### src/rtl/seq_addsub_if.sv
// Operand/result handshake bundle for seq_addsub: valid/ready on both sides plus flush.
// The master drives operands and out_ready; the slave (the adder) drives ready, result and flags.
interface seq_addsub_if #(
  parameter int WIDTH = 16
);
  logic             in_valid;
  logic             in_ready;
  logic [WIDTH-1:0] a;
  logic [WIDTH-1:0] b;
  logic             ci;
  logic             sub;
  logic             flush;
  logic             out_valid;
  logic             out_ready;
  logic [WIDTH-1:0] s;
  logic             co;
  logic             ovf;

  modport master (
    output in_valid, a, b, ci, sub, flush, out_ready,
    input  in_ready, out_valid, s, co, ovf
  );

  modport slave (
    input  in_valid, a, b, ci, sub, flush, out_ready,
    output in_ready, out_valid, s, co, ovf
  );
endinterface

### src/rtl/seq_addsub.sv
// Multi-cycle add/subtract: CHUNK bits per clock with the carry held between cycles.
// Latency NCHUNK cycles from accept to out_valid; one operation per NCHUNK+2 cycles, no bypass.
module seq_addsub #(
  parameter int WIDTH = 16,
  parameter int CHUNK = 4
) (
  input  logic          clk,
  input  logic          rst_n,
  seq_addsub_if.slave   io
);
  localparam int NCHUNK = WIDTH / CHUNK;
  localparam int IW     = (NCHUNK > 1) ? $clog2(NCHUNK) : 1;

  typedef enum logic [1:0] {IDLE, RUN, DONE} state_t;

  state_t           state_q, state_d;
  logic [WIDTH-1:0] a_q, a_d;
  logic [WIDTH-1:0] beff_q, beff_d;
  logic [WIDTH-1:0] s_q, s_d;
  logic [IW-1:0]    idx_q, idx_d;
  logic             carry_q, carry_d;
  logic             in_ready_q, in_ready_d;
  logic             out_valid_q, out_valid_d;
  logic             co_q, co_d;
  logic             ovf_q, ovf_d;
  logic [CHUNK:0]   chunk_sum;
  logic             last_chunk;

  assign chunk_sum  = {1'b0, a_q[idx_q*CHUNK +: CHUNK]}
                    + {1'b0, beff_q[idx_q*CHUNK +: CHUNK]}
                    + {{CHUNK{1'b0}}, carry_q};
  assign last_chunk = (idx_q == IW'(NCHUNK - 1));

  always_comb begin
    state_d     = state_q;
    a_d         = a_q;
    beff_d      = beff_q;
    s_d         = s_q;
    idx_d       = idx_q;
    carry_d     = carry_q;
    in_ready_d  = in_ready_q;
    out_valid_d = out_valid_q;
    co_d        = co_q;
    ovf_d       = ovf_q;
    // flush wins over both accept and the result handshake; result regs are left alone
    if (io.flush) begin
      state_d     = IDLE;
      in_ready_d  = 1'b1;
      out_valid_d = 1'b0;
    end else begin
      unique case (state_q)
        IDLE: begin
          if (io.in_valid) begin
            a_d        = io.a;
            beff_d     = io.sub ? ~io.b : io.b;
            carry_d    = io.ci;
            idx_d      = '0;
            state_d    = RUN;
            in_ready_d = 1'b0;
          end
        end
        RUN: begin
          s_d[idx_q*CHUNK +: CHUNK] = chunk_sum[CHUNK-1:0];
          carry_d = chunk_sum[CHUNK];
          idx_d   = idx_q + 1'b1;
          if (last_chunk) begin
            // overflow: operands agree in sign but the result's MSB disagrees
            co_d        = chunk_sum[CHUNK];
            ovf_d       = (a_q[WIDTH-1] == beff_q[WIDTH-1]) &&
                          (chunk_sum[CHUNK-1] != a_q[WIDTH-1]);
            idx_d       = '0;
            state_d     = DONE;
            out_valid_d = 1'b1;
          end
        end
        DONE: begin
          if (io.out_ready) begin
            state_d     = IDLE;
            out_valid_d = 1'b0;
            in_ready_d  = 1'b1;
          end
        end
        default: begin
          state_d     = IDLE;
          in_ready_d  = 1'b1;
          out_valid_d = 1'b0;
        end
      endcase
    end
  end

  always_ff @(posedge clk or negedge rst_n) begin
    if (!rst_n) begin
      state_q     <= IDLE;
      a_q         <= '0;
      beff_q      <= '0;
      s_q         <= '0;
      idx_q       <= '0;
      carry_q     <= 1'b0;
      in_ready_q  <= 1'b1;
      out_valid_q <= 1'b0;
      co_q        <= 1'b0;
      ovf_q       <= 1'b0;
    end else begin
      state_q     <= state_d;
      a_q         <= a_d;
      beff_q      <= beff_d;
      s_q         <= s_d;
      idx_q       <= idx_d;
      carry_q     <= carry_d;
      in_ready_q  <= in_ready_d;
      out_valid_q <= out_valid_d;
      co_q        <= co_d;
      ovf_q       <= ovf_d;
    end
  end

  assign io.in_ready  = in_ready_q;
  assign io.out_valid = out_valid_q;
  assign io.s         = s_q;
  assign io.co        = co_q;
  assign io.ovf       = ovf_q;
endmodule

### src/flat_wrapper.sv
// flat-port wrapper written by rule: the top's interface ports become plain ports
module seq_addsub_flat 
#(
  parameter int WIDTH = 16,
  parameter int CHUNK = 4
)
  (clk, rst_n, io_in_valid, io_a, io_b, io_ci, io_sub, io_flush, io_out_ready, io_in_ready, io_out_valid, io_s, io_co, io_ovf);
  seq_addsub_if #(.WIDTH(WIDTH)) io_i ();
  input  logic clk;
  input  logic rst_n;
  input wire logic [$bits(io_i.in_valid)-1:0] io_in_valid;
  input wire logic [$bits(io_i.a)-1:0] io_a;
  input wire logic [$bits(io_i.b)-1:0] io_b;
  input wire logic [$bits(io_i.ci)-1:0] io_ci;
  input wire logic [$bits(io_i.sub)-1:0] io_sub;
  input wire logic [$bits(io_i.flush)-1:0] io_flush;
  input wire logic [$bits(io_i.out_ready)-1:0] io_out_ready;
  output wire logic [$bits(io_i.in_ready)-1:0] io_in_ready;
  output wire logic [$bits(io_i.out_valid)-1:0] io_out_valid;
  output wire logic [$bits(io_i.s)-1:0] io_s;
  output wire logic [$bits(io_i.co)-1:0] io_co;
  output wire logic [$bits(io_i.ovf)-1:0] io_ovf;
  assign io_i.in_valid = io_in_valid;
  assign io_i.a = io_a;
  assign io_i.b = io_b;
  assign io_i.ci = io_ci;
  assign io_i.sub = io_sub;
  assign io_i.flush = io_flush;
  assign io_i.out_ready = io_out_ready;
  assign io_in_ready = io_i.in_ready;
  assign io_out_valid = io_i.out_valid;
  assign io_s = io_i.s;
  assign io_co = io_i.co;
  assign io_ovf = io_i.ovf;
  seq_addsub #(.WIDTH(WIDTH), .CHUNK(CHUNK)) u_core (.clk(clk), .rst_n(rst_n), .io(io_i));
endmodule
### config.mk
export PLATFORM = sky130hd
export DESIGN_NAME = seq_addsub_flat
export DESIGN_NICKNAME = d
export VERILOG_FILES = /design/src/rtl/seq_addsub_if.sv /design/src/rtl/seq_addsub.sv /design/src/flat_wrapper.sv
export SDC_FILE = /design/constraint.sdc
export NUM_CORES = 1
export LEC_CHECK = 0
export ABC_AREA = 1
export CORE_ASPECT_RATIO = 2
export CORE_MARGIN = 1.5
export CORE_UTILIZATION = 53
export CTS_BUF_LIST = sky130_fd_sc_hd__clkbuf_4 sky130_fd_sc_hd__clkbuf_8
export CTS_CLUSTER_DIAMETER = 150
export DETAILED_ROUTE_END_ITERATION = 8
export HOLD_SLACK_MARGIN = 0.1
export PLACE_DENSITY = 0.86
export REMOVE_ABC_BUFFERS = 1
export SYNTH_ARGS = -nofsm -noshare
export SYNTH_HDL_FRONTEND = slang
export SYNTH_SLANG_ARGS = --single-unit
### constraint.sdc
create_clock -name clk -period 3 [get_ports clk]
set_input_delay 0.3 -clock clk [delete_from_list [all_inputs] [get_ports clk]]
set_output_delay 0.3 -clock clk [all_outputs]
set_load 0.1 [all_outputs]
==> summary.md, run 1 <==
| Metric | Value |
|---|---|
| Outcome | `completed` |
| All-layer global routing usage | `24.9%` |
| Die Width | `55.3 um` |
| Maximum root-to-sink buffer count | `2` |
| DP HPWL | `~5000 um` |
| Critical path type | `reg2reg` |
| TritonCTS clock tree | `yes` |
| CP startpoint kind | `register` |
| Max-cap violations | `0` |
| Final Instance Area | `about 0.0038 sq mm` |
| Fillers | `slightly above 400` |
| Crit Path Max Fanout | `14` |
| Clock skew | `6.04 ps` |
| Synthesis Warnings | `0` |
| Post-Synthesis Cell Area | `around 0.0029 sq mm` |
| Commonest non-fill, non-tap cell in the layout | `nand2_1` |
| Cells along the critical path | `inv_1, o21ai_0, o22ai_1, fa_1, inv_1, fa_1, xor2_1, nor2_1, nand2_1, o21ai_1` |
| Power consumption | `3.29 mW` |
| Initial core utilization | `between 50 and 60%` |
| CP startpoint | `u_core.idx_q[1]$_DFFE_PN0P_` |
| Post-Syn Area per Cell | `about 8.5 sq um` |
| Fin crit period | `2620 ps` |
| Fin. Hold Viols | `0` |
| Drt drc | `0` |
| Worst r2r path cells | `10` |
| Pre-Repair DR Iteration Count | `4` |
| Maximum VDD drop | `~0.84 mV` |
| FF+latch count, synth | `57` |
| Crit end category | `register` |
| Clock slew at reported path FFs | `60 ps` |
| Lkg Pwr | `1.78 nW` |
| Slew HR | `35.6%` |
| Min-Delay Path Class | `in2async` |
| Port buffer count | `58` |
| Setup TNS | `0 ps` |
| Starting DRC count in detailed routing | `70` |
| Sequential share of the synthesized area | `about half` |
| CP max stage delay | `around 500 ps` |
| Worst endpoint required time | `~3300 ps` |
| H-Tree Depth | `3` |
| First-pass GRT wire length | `between 10000 and 15000 um` |
| Initial antenna violation count | `0` |
| Total number of vias | `around 2.5k` |
| DRT Wirelength | `between 6000 and 7000 um` |
| # diodes | `0` |
| RSZ-0062 raised after global routing | `no` |
| CTS buffer count | `9` |
| Dpl cell area | `about 0.0035 sq mm` |
| Commonest non-fill, non-tap cells in the layout | `nand2_1 (109), dfrtp_1 (56), clkdlybuf4s50_1 (43)` |
| Share of layout cells above drive strength 1 | `between 10 and 15%` |
| WP data arrival | `2890 ps` |
| Largest net degree at the start of global routing | `33` |
| Vias in the first global route | `around 2.5k` |
| Total power divided by cell area | `877 mW/mm^2` |
| Post-Layout Cell Count | `469` |
| Distinct cells, synth | `30` |
| Hold WS | `approximately 480 ps` |
| DIE HEIGHT | `about 110 um` |
| Nets | `roughly 450` |
| Master of the slowest instance on the critical path | `dfrtp_1` |
| Slew at the pin with the worst max-slew slack | `962 ps` |
| Layout area overhead | `29.2%` |
| Max frequency | `between 300 and 400 MHz` |
| FP Rows | `38` |
| Grt total ovfl | `0` |
| Total core area | `approximately 0.0054 sq mm` |
| Setup WS post-layout | `between 300 and 400 ps` |
| Share of the clock period used by the worst path | `roughly 87%` |
| Dpl ws | `about 430 ps` |
| Post-Syn Instances | `between 300 and 400` |
| Vias/cell | `roughly 5.4` |
| # setup viols final | `0` |
| Final Wtd Congestion | `slightly below 0.9` |
| Number of clock sinks | `between 50 and 60` |
| I/O pin cnt | `59` |
| Final core utilization | `a little over two thirds` |
| WL per Instance | `around 15 um` |
| Worst reg-to-reg setup slack | `380 ps` |
| Clock Tree Root | `clkbuf_8` |
| Routed Antenna Nets | `0` |
| Worst skew pair latency | `around 340 ps` |
| Cells after DPL | `452` |
| Worst r2r src | `u_core.idx_q[1]$_DFFE_PN0P_` |
| Final number of max-transition violations | `0` |
| Number of gates resized after cts | `0` |
| Die area | `0.00596 sq mm` |
==> final timing paths <==
kind,endpoint
max,u_core.io.s[6]$_DFFE_PN0P_
min,u_core.beff_q[8]$_DFFE_PN0P_
max reg2reg,u_core.io.s[6]$_DFFE_PN0P_
min reg2reg,u_core.io.in_ready$_DFFE_PN1P_
max in group asynchronous,u_core.beff_q[9]$_DFFE_PN0P_
min in group clk,u_core.io.in_ready$_DFFE_PN1P_
==> registers in the layout, indices dropped and copies added (netlist names) <==
signal,cells
u_core.a_q,16
u_core.beff_q,16
u_core.io.s,16
u_core.idx_q,2
u_core.state_q,2
u_core.carry_q,1
u_core.io.co,1
u_core.io.in_ready,1
u_core.io.out_valid,1
u_core.io.ovf,1
==> cells in the mapped netlist <==
| cell | instances | area, sq um |
|---|---|---|
| nand2_1 | 109 | 409 |
| dfrtp_1 | 56 | 1400 |
| o21ai_0 | 40 | 200 |
| inv_1 | 20 | 75.1 |
| nor2_1 | 17 | 63.8 |
| xnor2_1 | 16 | 140 |
| nand3_1 | 15 | 75.1 |
| o21ai_1 | 10 | 50.1 |
| ha_1 | 9 | 113 |
| clkbuf_1 | 6 | 22.5 |
| o22ai_1 | 6 | 37.5 |
| a21oi_1 | 4 | 20.0 |
| nand4_1 | 4 | 25.0 |
| nor2_4 | 4 | 45.0 |
| buf_2 | 3 | 15.0 |
| nand2_2 | 3 | 18.8 |
| a32oi_1 | 2 | 17.5 |
| buf_4 | 2 | 15.0 |
| fa_1 | 2 | 40.0 |
| nand3_2 | 2 | 20.0 |
| nor2_2 | 2 | 12.5 |
| buf_6 | 1 | 11.3 |
| clkbuf_4 | 1 | 7.51 |
| dfstp_2 | 1 | 26.3 |
| inv_2 | 1 | 3.75 |
| inv_4 | 1 | 6.26 |
| nor3_2 | 1 | 10.0 |
| o211ai_1 | 1 | 7.51 |
| or2_2 | 1 | 6.26 |
| xor2_1 | 1 | 8.76 |
==> what timing repair did <==
action / in CTS / in global routing
setup buffers: 0 / 0
hold buffers: 1 / 0
hold endpoints to repair: 24 / 0
==> cell families (layout without fill, tap and decap cells) <==
kind of cell,Yosys count,count (layout),share of synthesized area (%)
and+or+nand+nor,158,158,23.6
AOI/OAI and AO/OA,63,63,11.5
DFF,57,57,49.2
buffers and inverters,35,103,5.39
xor gates and xnor gates,17,17,5.13
adders and majority gates,11,11,5.26
==> area by class of cell <==
cell class / count / area [sq um] / area share (%)
timing repair buffer: 65 / 596 / 15.9
inverter: 22 / 85.1 / 2.27
clock buffer: 11 / 145 / 3.87
tap: 60 / 75.1 / 2.00
clock inverter: 5 / 103 / 2.74
sequential: 57 / 1430 / 38.1
multi-input combinational: 249 / 1320 / 35.2
==> worst max-delay path, delay by kind of cell, from the launching register on <==
kind                     cells  cell delay, ps
AND/OR/NAND/NOR              2             300
flip-flops                   1             490
adder cells (fa/ha/maj)      2             620
AO/OA/AOI/OAI                3             540
buffers and inverters        2             420
XOR/XNOR                     1             170
==> layer usage <==
layer / global-route usage [%] / share of wire [%] / up-vias
met2: 44.7 / 58 / 74
met1: 22.6 / 35 / 1193
met3: 5.77 / 3.1 / 22
met5: 0 / 0 / -
li1: - / - / 1231
met4: 21.4 / 4.5 / 0
==> power by group <==
part,leakage [nW],internal [mW],total [mW],switching [mW]
sequential,0.735,0.927,1.05,0.122
clock,0.123,0.582,0.885,0.303
combinational,0.924,0.427,1.36,0.931
Power figures use the tool's default switching activity.
==> run 2, diff against run 1 <==
--- a/config.mk
+++ b/config.mk
@@ -7,7 +7,7 @@
 export LEC_CHECK = 0
 export ABC_AREA = 1
 export CORE_ASPECT_RATIO = 2
-export CORE_MARGIN = 1.5
+export CORE_MARGIN = 1
 export CORE_UTILIZATION = 53
 export CTS_BUF_LIST = sky130_fd_sc_hd__clkbuf_4 sky130_fd_sc_hd__clkbuf_8
 export CTS_CLUSTER_DIAMETER = 150
==> run 2 against run 1 <==
Net effect: combinational power barely moved; wire length fell by 4.2%; sequential share of layout area up 0.59 points; critical path type unchanged; largest cell class unchanged.
==> summary.md, run 2 (synthesized netlist as in run 1, its figures left out) <==
| Metric | Value |
|---|---|
| Outcome | `completed` |
| Clock skew | `8.03 ps (+1.99 ps)` |
| Final number of max-transition violations | `0 (unchanged)` |
| # diodes | `0 (unchanged)` |
| CP max stage delay | `490 ps (about the same)` |
| Crit end category | `register` |
| Lkg Pwr | `1.76 nW (-1.2%)` |
| Crit Path Max Fanout | `14 (unchanged)` |
| Die Width | `54.3 um (-1.8%)` |
| Post CTS Setup Buffer Count | `0 (unchanged)` |
| Clock Tree Root | `clkbuf_8` |
| Max-cap violations | `0 (unchanged)` |
| CTS buffer count | `9 (unchanged)` |
| Largest net degree at the start of global routing | `32 (-3.0%)` |
| DP HPWL | `5040 um (-0.24%)` |
| # setup viols final | `0 (unchanged)` |
| Clock slew at reported path FFs | `60 ps (about the same)` |
| All-layer global routing usage | `26.2% (+1.3 points)` |
| Final Instance Area | `0.00369 sq mm (-1.5%)` |
| Cells along the critical path | `inv_1, o21ai_0, o22ai_1, fa_1, inv_1, fa_1, xor2_1, nor2_1, nand2_1, o21ai_1` |
| Share of layout cells above drive strength 1 | `12.7% (-0.21 points)` |
| I/O pin cnt | `59 (unchanged)` |
| Number of clock sinks | `57 (unchanged)` |
| RSZ-0062 raised after global routing | `no` |
| Vias in the first global route | `2496 (-1.9%)` |
| Maximum root-to-sink buffer count | `2 (unchanged)` |
| Multi-input logic area | `0.00132 sq mm (unchanged)` |
| Starting DRC count in detailed routing | `56 (-20%)` |
| Min-Delay Path Class | `reg2reg` |
| Routed Antenna Nets | `0 (unchanged)` |
| WL per Instance | `14.0 um (-3.6%)` |
| Flip-flop and latch area | `0.00143 sq mm (unchanged)` |
| Worst skew pair latency | `350 ps (about the same)` |
| Critical path type | `reg2reg` |
| Slew at the pin with the worst max-slew slack | `964 ps (+1.56 ps)` |
| Port buffer count | `58 (unchanged)` |
| WP data arrival | `2810 ps (-80 ps)` |
| Maximum VDD drop | `0.943 mV (+12%)` |
| Worst endpoint required time | `3270 ps (about the same)` |
| TritonCTS clock tree | `yes` |
| Fillers | `421 (+3.4%)` |
| Top cell family by delay on the critical path | `adder cells` |
| Max frequency | `395 MHz (+3.5%)` |
| Pre-Repair DR Iteration Count | `4 (unchanged)` |
| Fin crit period | `2530 ps (-89.9 ps)` |
| Total power divided by cell area | `846 mW/mm^2 (-3.6%)` |
| Crit path buf inv count | `2 (unchanged)` |
| Die area | `0.00580 sq mm (-2.7%)` |
| Total core area | `0.00518 sq mm (-3.5%)` |
| Commonest non-fill, non-tap cells in the layout | `nand2_1 (109), dfrtp_1 (56), clkdlybuf4s50_1 (43)` |
| Fin. Hold Viols | `0 (unchanged)` |
| DIE HEIGHT | `107 um (-0.93%)` |
| Layout area overhead | `27.2%` |
| Master of the slowest instance on the critical path | `dfrtp_1` |
| Initial core utilization | `56.0% (+2.0 points)` |
| Nets | `453 (-0.22%)` |
| H-Tree Depth | `3 (unchanged)` |
| First-pass GRT wire length | `10700 um (-4.6%)` |
| CP startpoint kind | `register` |
| Final core utilization | `71.2% (+1.4 points)` |
| FP Rows | `37 (-2.6%)` |
| Drt drc | `0 (unchanged)` |
| DRT Wirelength | `6530 um (-4.2%)` |
| Slew HR | `35.5% (-0.10 points)` |
| Initial antenna violation count | `0 (unchanged)` |
| Share of the clock period used by the worst path | `84.4% (-3.0 points)` |
| Dpl cell area | `0.00348 sq mm (-0.29%)` |
| Final Wtd Congestion | `0.888 (about the same)` |
| Number of gates resized after cts | `0 (unchanged)` |
| Commonest non-fill, non-tap cell in the layout | `nand2_1` |
| Grt total ovfl | `0 (unchanged)` |
| Vias/cell | `5.35 (-0.47%)` |
| Setup TNS | `0 ps (unchanged)` |
| Total number of vias | `2492 (-1.1%)` |
run 2: cell types whose count changed in the layout (fill, tap and decap cells not counted):
| cell | before | now |
|---|---|---|
| bufinv_16 | 3 | 1 |
| clkbuf_4 | 1 | 3 |
| buf_4 | 20 | 19 |
| clkinv_2 | 1 | 2 |
| clkinvlp_4 | 1 | 0 |
run 2: what timing repair did:
| item | CTS | global route |
|---|---|---|
| hold endpoints to repair | 25 | 0 |
| hold buffers | 1 | 0 |
| endpoints found under the setup margin | 0 | 0 |
run 2: final timing paths:
check	from	endpoint	slack, ps	depth (start not counted)
worst min-delay path	u_core.io.out_valid$_DFFE_PN0P_	u_core.io.out_valid$_DFFE_PN0P_	480	2
worst max register to register	u_core.idx_q[1]$_DFFE_PN0P_	u_core.io.s[6]$_DFFE_PN0P_	470	10
min in group asynchronous	rst_n	u_core.beff_q[3]$_DFFE_PN0P_	490	2
worst max-delay path	u_core.idx_q[1]$_DFFE_PN0P_	u_core.io.s[6]$_DFFE_PN0P_	470	10
worst min register to register	u_core.io.out_valid$_DFFE_PN0P_	u_core.io.out_valid$_DFFE_PN0P_	480	2
max in group asynchronous	rst_n	u_core.a_q[5]$_DFFE_PN0P_	1700	3
run 2: routing by layer:
layer  share of wire (%)  up-vias  GRT usage, %
li1                    -     1230             -
met1                  35     1152          25.5
met2                  55       77          44.3
met3                 3.6       33          6.10
met4                 6.6        0          19.8
met5                   0        -             0
run 2: report_power, final:
group | leakage [nW] | internal [mW] | switching (mW)
registers | 0.735 | 0.927 | 0.113
logic | 0.919 | 0.425 | 0.937
clock network | 0.108 | 0.431 | 0.289
total | 1.76 | 1.78 | 1.34
run 2: area by class of cell:
type                       count  area share (%)
sequential                    57            38.7
tap                           58            1.96
clock buffer                  13            4.34
clock inverter                 3            1.08
inverter                      22            2.30
multi-input combinational    249            35.7
timing repair buffer          64            15.9
run 2: worst min-delay path, delay by kind of cell, from the launching register on:
kind,cells,cell delay (ps)
simple gates,2,100
flops,1,350
run 2: stage by stage:
| step | std cells | hold WS (ps) | setup slack [ps] | total power, mW |
|---|---|---|---|---|
| 6_report | 466 | 477 | 468 | 3.12 |
| 5_1_grt | 466 | 496 | 183 | 3.30 |
| 4_1_cts | 466 | 474 | 499 | 3.13 |
| 3_5_place_dp | 449 | 337 | 538 | 2.40 |
| 3_3_place_gp | 449 | 321 | 667 | 2.35 |
| 2_1_floorplan | 328 | 4.41 | 337 | 2.00 |
